## src/rtl/dbns_to_binary.sv

```systemverilog
// Double-base (2^a * 3^b) digit-count operand to binary converter.
// Captures six weighted digit counts, accumulates one term per cycle, then holds the result for handoff.
module dbns_to_binary #(
   parameter int STORE_BITS  = 4,
   parameter int COUT_BITS   = 2,
   parameter int RESULT_BITS = 12
) (
   input  logic                   clock,
   input  logic                   reset_n,
   input  logic                   in_valid,
   output logic                   in_ready,
   input  logic [STORE_BITS-1:0]  store000,
   input  logic [STORE_BITS-1:0]  store001,
   input  logic [STORE_BITS-1:0]  store010,
   input  logic [STORE_BITS-1:0]  store100,
   input  logic [STORE_BITS-1:0]  store101,
   input  logic [STORE_BITS-1:0]  store110,
   input  logic [COUT_BITS-1:0]   cout1,
   input  logic [COUT_BITS-1:0]   cout2,
   input  logic [COUT_BITS-1:0]   cout3,
   input  logic [COUT_BITS-1:0]   cout4,
   input  logic [COUT_BITS-1:0]   cout5,
   input  logic [COUT_BITS-1:0]   cout6,
   output logic [RESULT_BITS-1:0] result,
   output logic                   out_valid,
   input  logic                   out_ready,
   output logic                   busy
);

   typedef enum logic [1:0] {IDLE, ACCUM, DONE} state_t;

   state_t                         state_q;
   logic [2:0]                     idx_q;
   logic [5:0][STORE_BITS-1:0]     st_q;
   logic [5:0][COUT_BITS-1:0]      co_q;
   logic [RESULT_BITS-1:0]         acc_q, acc_d;
   logic [RESULT_BITS-1:0]         term_v, term_w;
   logic                           in_ready_q, out_valid_q, busy_q;

   // Unweighted term: carry sits directly above the digit count.
   always_comb begin
      term_v = '0;
      for (int i = 0; i < 6; i++) begin
         if (idx_q == 3'(i)) term_v = RESULT_BITS'({co_q[i], st_q[i]});
      end
   end

   // Weights 1,3,9,2,6,18 built from shifts and adds.
   always_comb begin
      term_w = '0;
      case (idx_q)
         3'd0:    term_w = term_v;
         3'd1:    term_w = (term_v << 1) + term_v;
         3'd2:    term_w = (term_v << 3) + term_v;
         3'd3:    term_w = term_v << 1;
         3'd4:    term_w = (term_v << 2) + (term_v << 1);
         3'd5:    term_w = (term_v << 4) + (term_v << 1);
         default: term_w = '0;
      endcase
   end

   assign acc_d = acc_q + term_w;

   always_ff @(posedge clock or negedge reset_n) begin
      if (!reset_n) begin
         state_q     <= IDLE;
         idx_q       <= '0;
         st_q        <= '0;
         co_q        <= '0;
         acc_q       <= '0;
         in_ready_q  <= 1'b1;
         out_valid_q <= 1'b0;
         busy_q      <= 1'b0;
      end else begin
         case (state_q)
            IDLE: begin
               if (in_valid) begin
                  st_q       <= {store110, store101, store100, store010, store001, store000};
                  co_q       <= {cout6, cout5, cout4, cout3, cout2, cout1};
                  acc_q      <= '0;
                  idx_q      <= '0;
                  state_q    <= ACCUM;
                  in_ready_q <= 1'b0;
                  busy_q     <= 1'b1;
               end
            end
            ACCUM: begin
               if (idx_q > 3'd5) begin
                  // Out-of-range index: abandon the operand rather than add garbage.
                  state_q    <= IDLE;
                  idx_q      <= '0;
                  in_ready_q <= 1'b1;
                  busy_q     <= 1'b0;
               end else begin
                  acc_q <= acc_d;
                  idx_q <= idx_q + 3'd1;
                  if (idx_q == 3'd5) begin
                     state_q     <= DONE;
                     busy_q      <= 1'b0;
                     out_valid_q <= 1'b1;
                  end
               end
            end
            DONE: begin
               if (out_ready) begin
                  state_q     <= IDLE;
                  idx_q       <= '0;
                  out_valid_q <= 1'b0;
                  in_ready_q  <= 1'b1;
               end
            end
            default: begin
               state_q     <= IDLE;
               idx_q       <= '0;
               in_ready_q  <= 1'b1;
               out_valid_q <= 1'b0;
               busy_q      <= 1'b0;
            end
         endcase
      end
   end

   assign result    = acc_q;
   assign in_ready  = in_ready_q;
   assign out_valid = out_valid_q;
   assign busy      = busy_q;

endmodule

```

## config.mk

```make
export PLATFORM = sky130hd
export DESIGN_NAME = dbns_to_binary
export DESIGN_NICKNAME = d
export VERILOG_FILES = /design/src/rtl/dbns_to_binary.sv
export SDC_FILE = /design/constraint.sdc
export NUM_CORES = 1
export LEC_CHECK = 0
export CAP_MARGIN = 20
export CORE_MARGIN = 8
export CORE_UTILIZATION = 30
export DETAILED_ROUTE_END_ITERATION = 12
export PLACE_DENSITY_LB_ADDON = 0.1
export SLEW_MARGIN = 30
export SYNTH_ARGS = -nofsm -noshare
export SYNTH_HDL_FRONTEND = slang
export SYNTH_SLANG_ARGS = --single-unit
export TNS_END_PERCENT = 5
```

## constraint.sdc

```tcl
create_clock -name clock -period 6.2 [get_ports clock]
set_input_delay 1.55 -clock clock [delete_from_list [all_inputs] [get_ports clock]]
set_output_delay 1.55 -clock clock [all_outputs]
set_load 0.005 [all_outputs]
```

* Yosys cells after proc, flatten, opt, wreduce, memory -nomap -nowiden
Cells that the tools add are included.
Storage, ports and cells: register bits 56, bits in latches 0, bits in writable memories 0, bits in read-only memories 0, input port bits 40, output and inout bits 15, logic and storage cells 81, memories kept 0
Operators by class: add/sub/neg operators 6, multiply operators 0, divide/modulo/power cells 0, $lt $le $gt $ge 1, equal/unequal tests 13, shifts and indexed selects 0, multiplexer cells 31, bitwise logic cells 2, reductions and logical operators 10
Operators with widths (count):
- $pmux 12 s6 | 1
- $add 12x12->12 | 4
- $mux 6 | 6
- $mux 12 | 2
- $pmux 12 s2 | 1
- $reduce_and 3->1 | 4
- $add 10x7->11 | 1
- $ne 2x2->1 const B | 5
- $mux 1 | 9
- $mux 3 | 3
- $pmux 1 s3 | 3
- $pmux 3 s3 | 1
- $mux 2 | 4
- $eq 3x2->1 const B | 2
- $eq 3x3->1 const B | 2
- $pmux 2 s3 | 1
- $reduce_and 2->1 | 2
- $reduce_and 4->1 | 1
- $add 3x1->3 const B | 1
- $eq 3x1->1 const B | 1
- $gt 3x3->1 const B | 1
- $logic_not 3->1 | 1
- $ne 3x3->1 const B | 1
- $eq 2x1->1 const B | 1
- other kinds (4) | 5

* Depth between registers and ports, before layout
Gate-level depths: netlist (run 1).
depth after elaboration 12, mapped depth 24, depth with buffers taken out 23

* Least setup slack after synthesis (run 1)
Ideal clock, no wire load.
path type register to register, from reg idx_q[0], to reg acc_q[11] (netlist: result[11]), setup time 133 ps, arrival 4602 ps, data required time 6067 ps, slack 1465 ps, stages on the path, launching flop included 25, buffers on the path 2, period minus slack after synthesis 4735 ps, cells stage by stage dfrtp_1 > inv_1 > ha_1 > buf_2 > buf_1 > nand2_1 > o21ai_1 > a22oi_1 > a21oi_1 > mux2_2 > ha_1 > fa_1 > a21o_1 > a21o_1 > xnor2_1 > o22ai_1 > a21oi_1 > o211ai_1 > ha_1 > o21a_1 > nor2_1 > or3_1 > o31a_1 > o211ai_1 > o31ai_1
On the way: longest elaborated chain between the ends 12, elaborated cells between the ends (all ways) 23, those cells by class add/sub (5); order compare (1); eq/ne (6); mux (9); reduce/logical (2)
RTL lines:
- from (decl) | line 33 | logic [2:0] idx_q;
- from (signal assigned) | line 96 | idx_q <= idx_q + 3'd1;
- $logic_not 3->1 | line 44, 51
- $mux 6 (6 in series) | line 44 | if (idx_q == 3'(i)) term_v = RESULT_BITS'({co_q[i], st_q[i]});
- $add 12x12->12, or another cell as far along | line 54 | 3'd2: term_w = (term_v << 3) + term_v;
- $pmux 12 s6 | line 51 | case (idx_q)
- $add 12x12->12 | line 62 | assign acc_d = acc_q + term_w;
- $mux 12 | line 88 | if (idx_q > 3'd5) begin
- $pmux 12 s2 | line 75 | case (state_q)
- to (signal assigned) | line 70 | acc_q <= '0;
- to (signal assigned) | line 80 | acc_q <= '0;
- to (signal assigned) | line 95 | acc_q <= acc_d;
- to (decl) | line 36 | logic [RESULT_BITS-1:0] acc_q, acc_d;
Parallel ways exist; a longest one is shown, timed or not. The select of a mux whose other input is x is not followed. A chain may end at the register's enable or synchronous reset.

* Final worst setup path (run 1)
Ends and elaborated chain as after synthesis.

==> results_dict.tcl, run 1 <==
set metrics [dict create \
    outcome "completed" \
    antenna_found_initial 0 \
    rows 40 \
    drt_iter0_markers 171 \
    cp_cell_sequence "ha_1 -> ha_1 -> or2_2 -> a21oi_1 -> a22oi_1 -> a21oi_1 -> mux2_2 -> ha_1 -> fa_1 -> a21o_1 -> a21o_1 -> xnor2_1 -> o22ai_1 -> a21oi_1 -> o211ai_1 -> ha_1 -> o21a_1 -> nor2_1 -> or3_1 -> o31a_1 -> o211ai_1 -> o31ai_1" \
    drv_slew 0 \
    cts_tree "yes" \
    arrival_ns 5.61 \
    layout_common_cells "nand2_1, dfrtp_1, clkdlybuf4s50_1" \
    ff2ff_path_depth 22 \
    timing.fmax_mhz 184 \
    crit_required_ns 6.36 \
    die_h_um 128 \
    syn_to_final_growth_pct 22.6 \
    synth-seq-cells 56 \
    rr_startpoint "idx_q[0]" \
    yosysWarnings 0 \
    rsz0062_at_grt "false" \
    yosys.area.top_type "dfrtp_1" \
    syn_area_mm2 0.00373 \
    route.vias.total 3301 \
    timing.setup.tns_ns 0 \
    skew_ns 0.00607 \
    cts_resized 0 \
    cp_max_fo 13 \
    hpwl_um 7660 \
    clock-sinks 56 \
    clkTransAtPathRegs_ns 0.08 \
    cp_common_cell "ha_1" \
    grt_pass1_wl_um 17200 \
    port-buffer-count 54 \
    grt_max_degree 57 \
    worstSetupStartpointType "register" \
    cts_setup_buffers 0 \
    die_area_mm2 0.0163 \
    hp-class "register to register" \
    startpoint "idx_q[0]" \
    slew_headroom_pct 50.4 \
    drc_errors 0 \
    worst_setup_path_end_kind "register" \
    synth_edf_count 0 \
    cts_root_buf "clkbuf_16" \
    seq_area_frac_synth_pct 37.6 \
    fin_nets 567 \
    crit_path_end "result[11]" \
    ir_drop_v 0.000192 \
    r2r_end "result[11]" \
    grt_usage_pct 13.1 \
    synth_top_area_share_pct 36.9 \
    max_stage_delay_ns 0.51 \
    n_antenna_cell 0 \
    synth_cells 452 \
    power_leakage_uw 0.00211 \
    synth.distinct_cells 56 \
    clk_latency_ns 0.30 \
    regToRegSetupSlack_ns 0.75 \
    ys.flop_type "dfrtp_1" \
    cp_slowest_cell "ha_1" \
    die_width_um 128 \
    synth_fp_nets 520 \
    vias_per_cell 4.94 \
    hold_viol 0 \
    gp_congestion 0.873 \
    drt_first_pass_iters 4 \
    drv_cap 0 \
    finalCriticalPeriod_ns 5.45 \
    path_class "register to register" \
    tightest_slew_ns 0.744 \
    async_flop_share_pct 100 \
    cellPowerDensity_mw_per_mm2 646 \
    final_common_cell "nand2_1" \
    setup_viol 0 \
    cts-htree-levels 2 \
    nFillCells 1271 \
    ioPinCount 55 \
    grt_pass1_vias 3307 \
    synth_area_leaders "dfrtp_1, nand2_1, ha_1" \
    wirelength_um 10400 \
    wl_per_cell_um 15.6 \
    finalCritPeriodShare_pct 87.9 \
    synth.avg_cell_area_um2 8.25 \
    ant_nets 0 \
    overflow 0 \
    cts_buffers 5 \
    clockBufferDepth 2 \
    core_mm2 0.0121 \
    holdWs_ns 0.476 \
    hp-start "co_q[5]" \
    holdBufCountCts 0 \
    start_util_pct 30.9 \
    drive_gt1_share_pct 5.00 \
]
## cells in the mapped netlist, types with 2 or more instances
cell type  number
dfrtp_1        55
o21a_1          4
a222oi_1        2
a32o_1          2
a211o_1         2
a31oi_1         2
buf_2           3
ha_1           25
nor2b_1        11
nand3b_1        4
mux2_2          2
nand2_1       136
or3_1           2
a2111oi_0       2
buf_6           2
o31ai_1         2
nand2b_1        2
o211ai_1        4
o21ai_1         7
buf_1           2
o221ai_1        3
a21oi_1        30
o21bai_1        3
fa_1            3
o21ai_0        25
xnor2_1         7
and2_1          3
xor2_1          9
clkbuf_1       12
a221o_1         2
a21o_1          9
inv_1          16
nor2_1         14
nand3_1        12
o22ai_1         7
a211oi_1        6
## cells by family after synthesis
kind of cell,share of synthesized area (%)
adders and majority gates,9.99
muxes,0.604
DFF,37.6
and+or+nand+nor,21.6
buffers and inverters,4.43
AOI/OAI and AO/OA,22.0
xor gates and xnor gates,3.76
## registers in the layout, summed over array words and instances, names as in the netlist
register	count
busy	1
st_q	24
out_valid	1
co_q	12
in_ready	1
idx_q	3
result	12
state_q	2
## worst max-delay path: cells and delay by family (launching register included)
kind | cells | cell delay, ns
flip-flops | 1 | 0.45
AO/OA/AOI/OAI | 12 | 1.83
XOR/XNOR | 1 | 0.20
adder cells (fa/ha/maj) | 5 | 1.72
multiplexers | 1 | 0.36
AND/OR/NAND/NOR | 3 | 0.75
## power breakdown
group | total [uW] | internal (uW) | switching [uW] | leakage (uW)
combinational | 1990 | 844 | 1150 | 0.00135
clock | 298 | 152 | 146 | 0.0000742
sequential | 668 | 539 | 129 | 0.000695
total | 2960 | 1530 | 1420 | 0.00211
## area by class of cell
| cell class | count | area [um2] | area share, % |
|---|---|---|---|
| Clock buffer | 5 | 125 | 2.74 |
| Timing Repair Buffer | 61 | 588 | 12.9 |
| Multi-Input combinational cell | 359 | 2170 | 47.3 |
| Clock inverter | 3 | 22.5 | 0.492 |
| Sequential cell | 56 | 1400 | 30.7 |
| Tap cell | 168 | 210 | 4.60 |
| Inverter | 16 | 60.1 | 1.31 |
## worst min path at each step
stage               cells past startpoint  endpoint
finish                                  2   co_q[5]
global route                            2   co_q[9]
CTS                                     2  st_q[14]
detailed placement                      2  st_q[14]
global placement                        2   co_q[5]
floorplan                               2  st_q[14]
## routing by layer
layer  track usage (%)  vias to the layer above  routed length (um)
met5                 0                        -                   0
met4              2.52                        0                  60
met3              2.66                        2                 434
met2              21.4                       82                4920
met1              17.5                     1560                5010
li1                  -                     1657                   -
## metrics by stage
stage	instances	utilization [%]	total power, uW	setup slack (ns)	area (um2)
global placement	660	36.7	2690	0.872	4430
global route	668	37.9	3250	0.383	4570
detailed placement	660	36.7	2660	0.827	4430
CTS	668	37.9	2980	0.793	4570
floorplan	452	-	2130	1.47	3730
finish	668	37.9	2960	0.751	4570
Note: power is estimated with default switching activity, not from simulation.
==> run 2, diff against run 1 <==
Settings changed: ABC_AREA from default to 1, GPL_ROUTABILITY_DRIVEN from default to 1.
Clock period 6.2 ns to 5.16 ns, I/O delays scaled along.
==> run 2 against run 1 <==
Clock power rose by 22%. Via count rose by 8.8%. Largest power group unchanged. Critical path depth fell by 1. Sequential share of layout area fell by 0.60 points. Clock-buffer cell count did not move.
==> results_dict.tcl, run 2 <==
set metrics [dict create \
    dp.cells 758 \
    power_leakage_uw 0.00235 \
    skew_ns 0.00727 \
    max_stage_delay_ns 0.51 \
    ant_nets 0 \
    seq_area_frac_synth_pct 36.5 \
    cts_root_buf "clkbuf_16" \
    yosys.area.top_type "dfrtp_1" \
    setup_viol 0 \
    startpoint "idx_q[2]" \
    overflow 0 \
    synth_cells 544 \
    wirelength_um 10800 \
    regMostFlops "st_q" \
    hpwl_um 8460 \
    n_antenna_cell 0 \
    cts_tree "yes" \
    final_cells 766 \
    fin_util_pct 37.2 \
    ioPinCount 55 \
    drc_errors 0 \
    hold_viol 0 \
    drive_gt1_share_pct 6.06 \
    synth.most_common_cell "nand2_1" \
    ys.flop_type "dfrtp_1" \
    largest_reg_flops 24 \
    synth.distinct_cells 42 \
    synthTopCellsByCount "nand2_1, dfrtp_1, inv_1, nand3_1, nor2_1" \
    dr_wl_met2_um 4920 \
    drt_iter0_markers 228 \
    async_flop_share_pct 100 \
    r2r_end "result[9]" \
    syn_area_mm2 0.00384 \
    crit_required_ns 5.36 \
    clock-sinks 56 \
    die_h_um 129 \
    die_width_um 129 \
    start_util_pct 30.6 \
    rows 41 \
    timing.fmax_mhz 211 \
    drv_slew 0 \
    crit_path_end "result[9]" \
    synth_fp_nets 612 \
    place_area_mm2 0.00451 \
    slew_headroom_pct 56.3 \
    fin_nets 661 \
    grt_max_degree 44 \
    cp_cell_sequence "inv_4 -> ha_1 -> inv_1 -> o21ai_1 -> a31oi_1 -> o21ai_1 -> nand2_1 -> ha_1 -> fa_1 -> xnor2_1 -> nor2_1 -> a221oi_1 -> o2111ai_1 -> ha_1 -> inv_1 -> nor3_1 -> nand2_1 -> a21oi_1 -> o21ai_0 -> nand2_1 -> o21ai_1" \
    cp_slowest_cell "dfrtp_2" \
    grt_usage_pct 13.5 \
    arrival_ns 4.93 \
    top_layer_used "met4" \
    synth.avg_cell_area_um2 7.06 \
    clk_latency_ns 0.30 \
    path_class "register to register" \
    grt_pass1_vias 3584 \
    wl_met3_um 338 \
    rr_startpoint "idx_q[2]" \
    ir_drop_v 0.000259 \
    layout_common_cells "nand2_1, dfrtp_1, clkdlybuf4s50_1" \
    port-buffer-count 54 \
    dp_slack_ns 0.348 \
    regToRegSetupSlack_ns 0.43 \
    synth_area_leaders "dfrtp_1, nand2_1, ha_1" \
    vias_per_cell 4.69 \
    clockBufferDepth 2 \
    wl_per_cell_um 14.1 \
    timing.setup.tns_ns 0 \
    drt_first_pass_iters 5 \
    cts-htree-levels 2 \
    outcome "completed" \
    syn_to_final_growth_pct 21.6 \
    tightest_slew_ns 0.655 \
    route.vias.total 3590 \
    cellPowerDensity_mw_per_mm2 791 \
    synth_edf_count 0 \
    worstSetupStartpointType "register" \
    gp_congestion 0.909 \
    synth-seq-cells 56 \
    finalCriticalPeriod_ns 4.73 \
    final_common_cell "nand2_1" \
    yosysWarnings 0 \
    synth_top_area_share_pct 35.8 \
    finalCritPeriodShare_pct 91.7 \
    nFillCells 1374 \
    cp_max_fo 12 \
    rsz0062_at_grt "false" \
    wl_met1_um 5440 \
    ff2ff_path_depth 21 \
    hp-class "register to register" \
    holdBufCountCts 0 \
    grt_pass1_wl_um 17900 \
    clkTransAtPathRegs_ns 0.08 \
    worst_setup_path_end_kind "register" \
    final.setup.worst_slack_ns 0.427 \
    die_area_mm2 0.0167 \
    fin_area_mm2 0.00467 \
    antenna_found_initial 0 \
    cts_buffers 5 \
    drv_cap 0 \
    core_mm2 0.0126 \
]
[run 2: through the flow]
| stage | hold WS, ns | total power [uW] |
|---|---|---|
| 2_1_floorplan | 0.441 | 2630 |
| 3_3_place_gp | 0.470 | 3330 |
| 3_5_place_dp | 0.470 | 3310 |
| 4_1_cts | 0.489 | 3700 |
| 5_1_grt | 0.507 | 4110 |
| 6_report | 0.488 | 3690 |
[run 2: per-layer routing]
metal,up-vias,GRT usage (%)
li1,1840,-
met1,1672,18.1
met2,69,21.5
met3,9,2.51
met4,0,3.73
met5,-,0
[run 2: worst min path at each step]
stage                  start       end  slack, ns  cells after the start
floorplan           co_q[11]  co_q[11]       0.44                      2
global placement    st_q[13]  st_q[13]       0.47                      2
detailed placement  st_q[13]  st_q[13]       0.47                      2
CTS                 st_q[13]  st_q[13]       0.49                      2
global route        st_q[13]  st_q[13]       0.51                      2
finish               co_q[5]   co_q[5]       0.49                      2
[run 2: repair_timing]
item / 4_1_cts / 5_1_grt
resized for setup: 0 / 2
endpoints found under the setup margin: 0 / 1
buffers inserted: 0 / 0
[run 2: report_power, final]
| group | switching (uW) | total, uW | internal, uW |
|---|---|---|---|
| Combinational | 1630 | 2540 | 912 |
| Clock | 179 | 364 | 185 |
| Sequential | 142 | 784 | 642 |
[run 2: worst max-delay path, delay by kind of cell, from the launching register on]
kind | cells | cell delay [ns]
xor gates and xnor gates | 1 | 0.23
adders and majority gates | 4 | 1.61
DFF | 1 | 0.51
and+or+nand+nor | 5 | 0.75
AOI/OAI and AO/OA | 8 | 1.07
buffers and inverters | 3 | 0.44
[run 2: cells by family (layout without fill, tap and decap cells)]
kind of cell | count (synthesis) | in the layout | synth area share (%)
flip-flops | 56 | 56 | 36.5
XOR/XNOR | 4 | 4 | 0.912
buffers and inverters | 72 | 122 | 8.14
adder cells (fa/ha/maj) | 28 | 28 | 9.71
AND/OR/NAND/NOR | 315 | 315 | 33.9
AO/OA/AOI/OAI | 69 | 69 | 10.8
[run 2: area by class of cell]
class	instances	area, um2	share of cell area (%)
Timing Repair Buffer	56	551	11.8
Clock inverter	3	27.5	0.589
Multi-Input combinational cell	416	2130	45.5
Inverter	58	221	4.74
Sequential cell	56	1400	30.1
Tap cell	172	215	4.61
Clock buffer	5	125	2.68
